## src/rtl/str_decim_mc.sv

```systemverilog
// Multi-channel AXI-Stream decimator: pick-first or boxcar-average over 2^K interleaved frames.
// Latency: one cycle from the accepting edge to m_axis_tvalid for any sample that produces output.
// Backpressure: s_axis_tready = !m_axis_tvalid || m_axis_tready, so dropped samples also stall.
module str_decim_mc #(
    parameter int DW   = 24,
    parameter int CH   = 2,
    parameter int KMAX = 8,
    parameter int LAST = 16000
) (
    input  logic                         clk,
    input  logic                         rst_n,
    input  logic [$clog2(KMAX+1)-1:0]    cfg_log2r,
    input  logic                         cfg_mode,
    input  logic [DW-1:0]                s_axis_tdata,
    input  logic                         s_axis_tvalid,
    output logic                         s_axis_tready,
    output logic [DW-1:0]                m_axis_tdata,
    output logic                         m_axis_tlast,
    output logic                         m_axis_tvalid,
    input  logic                         m_axis_tready
);

    localparam int KW = $clog2(KMAX + 1);
    localparam int CW = (CH > 1) ? $clog2(CH) : 1;
    localparam int FW = (KMAX > 0) ? KMAX : 1;
    localparam int OW = (LAST > 1) ? $clog2(LAST) : 1;
    localparam int AW = DW + KMAX;

    // Counters and block-level shadow configuration
    logic [CW-1:0]        ch_q;
    logic [FW-1:0]        frm_q;
    logic [OW-1:0]        out_q;
    logic [KW-1:0]        k_q;
    logic                 mode_q;
    logic signed [AW-1:0] acc_q [CH];

    // Output register
    logic [DW-1:0]        m_dat_q;
    logic                 m_last_q;
    logic                 m_vld_q;

    // Combinational datapath
    logic                 accept;
    logic                 blk_start;
    logic [KW-1:0]        k_cfg;
    logic [KW-1:0]        k_eff;
    logic                 mode_eff;
    logic [FW:0]          ratio;
    logic                 frm_end;
    logic                 ch_end;
    logic signed [AW-1:0] x_ext;
    logic signed [AW-1:0] sum;
    logic signed [AW-1:0] shifted;
    logic                 emit_d;
    logic [DW-1:0]        m_dat_d;
    logic                 m_last_d;

    assign s_axis_tready = !m_vld_q || m_axis_tready;
    assign m_axis_tdata  = m_dat_q;
    assign m_axis_tlast  = m_last_q;
    assign m_axis_tvalid = m_vld_q;

    // Resolve the ratio/mode that applies to the current sample, then form pick/average result.
    // At block start the live config is used so the first sample already follows the new setting.
    always_comb begin
        accept    = s_axis_tvalid && s_axis_tready;
        blk_start = (ch_q == '0) && (frm_q == '0);
        k_cfg     = (cfg_log2r > KW'(KMAX)) ? KW'(KMAX) : cfg_log2r;
        k_eff     = blk_start ? k_cfg : k_q;
        mode_eff  = blk_start ? cfg_mode : mode_q;
        ratio     = {{FW{1'b0}}, 1'b1} << k_eff;
        frm_end   = ({1'b0, frm_q} == (ratio - {{FW{1'b0}}, 1'b1}));
        ch_end    = (ch_q == CW'(CH - 1));
        x_ext     = {{KMAX{s_axis_tdata[DW-1]}}, s_axis_tdata};
        sum       = (frm_q == '0) ? x_ext : (acc_q[ch_q] + x_ext);
        shifted   = sum >>> k_eff;
        emit_d    = mode_eff ? frm_end : (frm_q == '0);
        m_dat_d   = mode_eff ? DW'(shifted) : s_axis_tdata;
        m_last_d  = ch_end && (out_q == OW'(LAST - 1));
    end

    // Channel / frame / packet counters advance on every accepted sample
    always_ff @(posedge clk or negedge rst_n) begin
        if (!rst_n) begin
            ch_q  <= '0;
            frm_q <= '0;
            out_q <= '0;
        end else if (accept) begin
            if (ch_end) begin
                ch_q <= '0;
                if (frm_end) begin
                    frm_q <= '0;
                    out_q <= (out_q == OW'(LAST - 1)) ? '0 : out_q + OW'(1);
                end else begin
                    frm_q <= frm_q + FW'(1);
                end
            end else begin
                ch_q <= ch_q + CW'(1);
            end
        end
    end

    // Shadow config is captured only at block start so mid-block changes wait for the next block
    always_ff @(posedge clk or negedge rst_n) begin
        if (!rst_n) begin
            k_q    <= '0;
            mode_q <= 1'b0;
        end else if (accept && blk_start) begin
            k_q    <= k_cfg;
            mode_q <= cfg_mode;
        end
    end

    // Per-channel running sum; frame 0 reloads so stale blocks never leak forward
    always_ff @(posedge clk or negedge rst_n) begin
        if (!rst_n) begin
            for (int i = 0; i < CH; i++) begin
                acc_q[i] <= '0;
            end
        end else if (accept) begin
            acc_q[ch_q] <= sum;
        end
    end

    // Single-stage output register, held while the sink stalls
    always_ff @(posedge clk or negedge rst_n) begin
        if (!rst_n) begin
            m_dat_q  <= '0;
            m_last_q <= 1'b0;
            m_vld_q  <= 1'b0;
        end else if (accept && emit_d) begin
            m_dat_q  <= m_dat_d;
            m_last_q <= m_last_d;
            m_vld_q  <= 1'b1;
        end else if (m_axis_tready) begin
            m_vld_q  <= 1'b0;
        end
    end

endmodule
```

## config.mk

```make
export PLATFORM = sky130hd
export DESIGN_NAME = str_decim_mc
export DESIGN_NICKNAME = d
export VERILOG_FILES = /design/src/rtl/str_decim_mc.sv
export SDC_FILE = /design/constraint.sdc
export NUM_CORES = 1
export LEC_CHECK = 0
export BUFFER_PORTS_ARGS = -buffer_cell sky130_fd_sc_hd__buf_2
export CORE_MARGIN = 2
export CORE_UTILIZATION = 40
export CTS_CLUSTER_SIZE = 16
export DETAILED_ROUTE_END_ITERATION = 8
export GPL_ROUTABILITY_DRIVEN = 1
export PLACE_DENSITY_LB_ADDON = 0.08
export SLEW_MARGIN = 10
export SYNTH_ARGS = -nofsm -noshare
export SYNTH_HDL_FRONTEND = slang
export SYNTH_SLANG_ARGS = --single-unit
```

## constraint.sdc

```tcl
create_clock -name clk -period 6.9 [get_ports clk]
set_input_delay 1.035 -clock clk [delete_from_list [all_inputs] [get_ports clk]]
set_output_delay 1.035 -clock clk [all_outputs]
set_load 0.005 [all_outputs]
```

==> reports/metrics.json <==
{
  "synth_sequential_area_ratio_pct": 28.7,
  "postSynth.asyncResetShare_pct": 100,
  "syn_nets": 1378,
  "vias_in_the_first_global_route": 10088,
  "cap_violations": 0,
  "cts.sink_count": 118,
  "synth_simple_gate_area_share_pct": 22.6,
  "timing.rr.start": "frm_q[0]",
  "detailroute.via_count": 10597,
  "cts-buffers-inserted": 17,
  "worstPathRequired_ns": 7.24,
  "num_antenna_cells": 0,
  "clk_pin_slew_worst_paths_ns": 0.06,
  "postCtsSetupRepairBufs": 0,
  "hold_viol_final": 0,
  "setup.worst_path.start": "frm_q[0]",
  "cp-start-kind": "flip-flop",
  "slowest_stage": "sky130_fd_sc_hd__a21oi_1",
  "cts_hold_repair.buffers": 0,
  "synth_compound_gate_area_share_pct": 28.9,
  "layout-drive-gt1-share_pct": 14.0,
  "clock_tree_from_tritoncts": "yes",
  "global_route.overflow_total": 0,
  "dp_hpwl_um": 30000,
  "synth_enable_flop_cells": 0,
  "syn_to_final_growth_pct": 10.7,
  "maximum_number_of_pins_on_one_net_before_global_route_repair": 68,
  "crit_path_end_kind": "flip-flop",
  "critical_setup_path_class": "reg2reg",
  "synth.ff_latch_count": 118,
  "fin_util_pct": 45.2,
  "worst_r2r_path_depth": 18,
  "synth_top_flop_cell": "sky130_fd_sc_hd__dfrtp_1",
  "synthesis.area_um2": 10300,
  "synth_area_leader_cell": "sky130_fd_sc_hd__dfrtp_1",
  "clock_path_buffers": 2,
  "final_period_minus_worst_setup_slack_ns": 5.87,
  "netlist-cell-type-count": 83,
  "hold_path_startpoint": "out_q[13]",
  "post_synth_mux_area_share_pct": 8.33,
  "track_usage_pct": 30.5,
  "initialDrtViolationCount": 1191,
  "core_region_area_um2": 25200,
  "total_nets_final": 1380,
  "first_pass_iteration_count_of_the_detailed_router": 6,
  "die_w_um": 164,
  "worst_pin_slew_ns": 1.34,
  "slew-limit-headroom_pct": 9.99,
  "final.fill_count": 2528,
  "crit_path_max_incr_delay_ns": 0.95,
  "core.rowCount": 58,
  "crit_path_max_fanout": 21,
  "unrepaired_setup_endpoints_after_global_routing": "false",
  "yosys.area_share.adder_pct": 4.45,
  "antenna_found_initial": 1,
  "die_h_um": 164,
  "postRouteAntennaNets": 0,
  "post_route_clock_skew_ns": 0.0139,
  "wl_per_cell_um": 24.4,
  "htree_num_levels": 4,
  "gp_congestion": 0.969,
  "design.die.area_um2": 27000,
  "maxSlewViolCount": 0,
  "start_util_pct": 40.8,
  "min_path_cells": 1,
  "synthDominantCellAreaShare_pct": 28.7,
  "mean_syn_cell_area_um2": 7.86,
  "yosys_warnings": 0,
  "setup_viol": 0,
  "reg2reg_slack_ns": 1.03,
  "wirelength_um": 40300,
  "post_route_setup_tns_ns": 0,
  "run_status": "completed",
  "type_of_the_worst_min_delay_path": "reg2reg",
  "synth_top_family_by_area": "compound AO/OA/AOI/OAI gates",
  "max_freq_mhz": 170,
  "grt_pass1_wl_um": 61900,
  "drc_violation_count_after_routing": 0,
  "postCtsResizedCells": 0,
  "yosys.area_share.xor_xnor_pct": 2.72,
  "portBuffers": 59,
  "viasPerCell": 6.41,
  "ctsRootBufferMaster": "sky130_fd_sc_hd__clkbuf_16",
  "netlist_top_cells_area": "sky130_fd_sc_hd__dfrtp_1 (29%), sky130_fd_sc_hd__nand2_1 (6.0%), sky130_fd_sc_hd__a21oi_1 (5.6%)",
  "period_share_pct": 85.1,
  "clkLatencyLatePin_ns": 0.44,
  "crit_chain": "inv_1 > ha_1 > nor4b_2 > nand2_1 > o21a_1 > nor2_1 > nand2_1 > ha_1 > nor3_1 > a21oi_1 > nor2_1 > o211ai_2 > xnor2_1 > a2111o_1 > nor2_4 > a21oi_1 > a211oi_1 > a211oi_1",
  "synthCells": 1309,
  "worstPathArrival_ns": 6.21,
  "io-pin-count": 60
}
critical path: cells and delay by family, from the launching register on:
family	cells	cell delay [ns]
and+or+nand+nor	7	2.02
AOI/OAI and AO/OA	7	2.54
adders and majority gates	2	0.47
xor gates and xnor gates	1	0.18
DFF	1	0.44
buffers and inverters	1	0.13
cell families after synthesis:
group                    after synthesis
XOR/XNOR                              32
multiplexers                          80
flip-flops                           118
adder cells (fa/ha/maj)               36
buffers and inverters                108
AND/OR/NAND/NOR                      479
AO/OA/AOI/OAI                        456
metrics by stage:
stage / instance area, um^2 / std cells / worst slack, ns / hold WS (ns)
floorplan: 10300 / 1309 / 2.14 / 0.440
detailed placement: 10800 / 1622 / 1.10 / 0.466
global route: 11400 / 1653 / 0.411 / 0.492
global placement: 10800 / 1622 / 1.38 / 0.455
CTS: 11400 / 1653 / 1.09 / 0.478
finish: 11400 / 1653 / 1.03 / 0.473
registers in the layout, indices dropped and copies added (netlist names):
| name | flops |
|---|---|
| frm_q | 8 |
| m_axis_tdata | 24 |
| m_axis_tvalid | 1 |
| mode_q | 1 |
| acc_q | 64 |
| ch_end | 1 |
| m_axis_tlast | 1 |
| out_q | 14 |
| k_q | 4 |
cell usage in the layout, fill, tap and decap left out, types with 18 or more instances in the layout:
| master | count |
|---|---|
| sky130_fd_sc_hd__nand2_1 | 164 |
| sky130_fd_sc_hd__dfrtp_1 | 117 |
| sky130_fd_sc_hd__a21oi_1 | 114 |
| sky130_fd_sc_hd__o21ai_0 | 113 |
| sky130_fd_sc_hd__nor2_1 | 109 |
| sky130_fd_sc_hd__buf_2 | 58 |
| sky130_fd_sc_hd__mux2_2 | 45 |
| sky130_fd_sc_hd__nor3_1 | 37 |
| sky130_fd_sc_hd__nand3_1 | 35 |
| sky130_fd_sc_hd__ha_1 | 35 |
| sky130_fd_sc_hd__mux2i_1 | 34 |
| sky130_fd_sc_hd__a211oi_1 | 23 |
| sky130_fd_sc_hd__a31oi_1 | 23 |
| sky130_fd_sc_hd__xnor2_1 | 23 |
| sky130_fd_sc_hd__nand4_1 | 21 |
| sky130_fd_sc_hd__and3_1 | 20 |
| sky130_fd_sc_hd__a21o_1 | 18 |
per-layer routing:
layer	wire, um	global-route usage (%)	part of all wire (%)
met2	17800	46.9	44
met4	2020	14.6	5.0
met5	13	0	0.032
met1	17700	41.4	44
met3	2710	5.45	6.7
synth_stat cells (10+ instances only):
| master | instances |
|---|---|
| sky130_fd_sc_hd__o21a_1 | 10 |
| sky130_fd_sc_hd__xnor2_1 | 23 |
| sky130_fd_sc_hd__inv_1 | 16 |
| sky130_fd_sc_hd__a211oi_1 | 23 |
| sky130_fd_sc_hd__dfrtp_1 | 118 |
| sky130_fd_sc_hd__ha_1 | 35 |
| sky130_fd_sc_hd__nand2_1 | 165 |
| sky130_fd_sc_hd__nor2_1 | 111 |
| sky130_fd_sc_hd__a31oi_1 | 23 |
| sky130_fd_sc_hd__nand3_1 | 36 |
| sky130_fd_sc_hd__mux2_2 | 45 |
| sky130_fd_sc_hd__or3_1 | 17 |
| sky130_fd_sc_hd__nand2b_1 | 15 |
| sky130_fd_sc_hd__nor4_1 | 11 |
| sky130_fd_sc_hd__o211ai_1 | 17 |
| sky130_fd_sc_hd__and3_1 | 20 |
| sky130_fd_sc_hd__o21ai_0 | 114 |
| sky130_fd_sc_hd__a21o_1 | 18 |
| sky130_fd_sc_hd__o31ai_1 | 15 |
| sky130_fd_sc_hd__nand4_1 | 21 |
| sky130_fd_sc_hd__nor3_1 | 37 |
| sky130_fd_sc_hd__mux2i_1 | 35 |
| sky130_fd_sc_hd__a21oi_1 | 115 |
| sky130_fd_sc_hd__buf_1 | 11 |
| sky130_fd_sc_hd__clkbuf_1 | 73 |
path summary, 6_finish.rpt:
kind                                    to
setup reg to reg           m_axis_tdata[7]
max in group asynchronous        acc_q[34]
hold / removal                   out_q[13]
setup / recovery           m_axis_tdata[7]
hold reg to reg                  out_q[13]
min in group asynchronous        acc_q[41]
cell type report:
type | instances | area [um^2] | share of cell area [%]
well taps | 330 | 413 | 3.63
clock inverters | 14 | 176 | 1.55
clock buffers | 17 | 425 | 3.74
multi-input cells | 1083 | 6940 | 60.9
flip-flops and latches | 118 | 2950 | 26.0
inverters | 16 | 60.1 | 0.528
repair buffers | 75 | 418 | 3.67
Power is left out: the tool's default activity adds up to more than one toggle a clock period on the data nets, which glitch-free logic cannot reach.
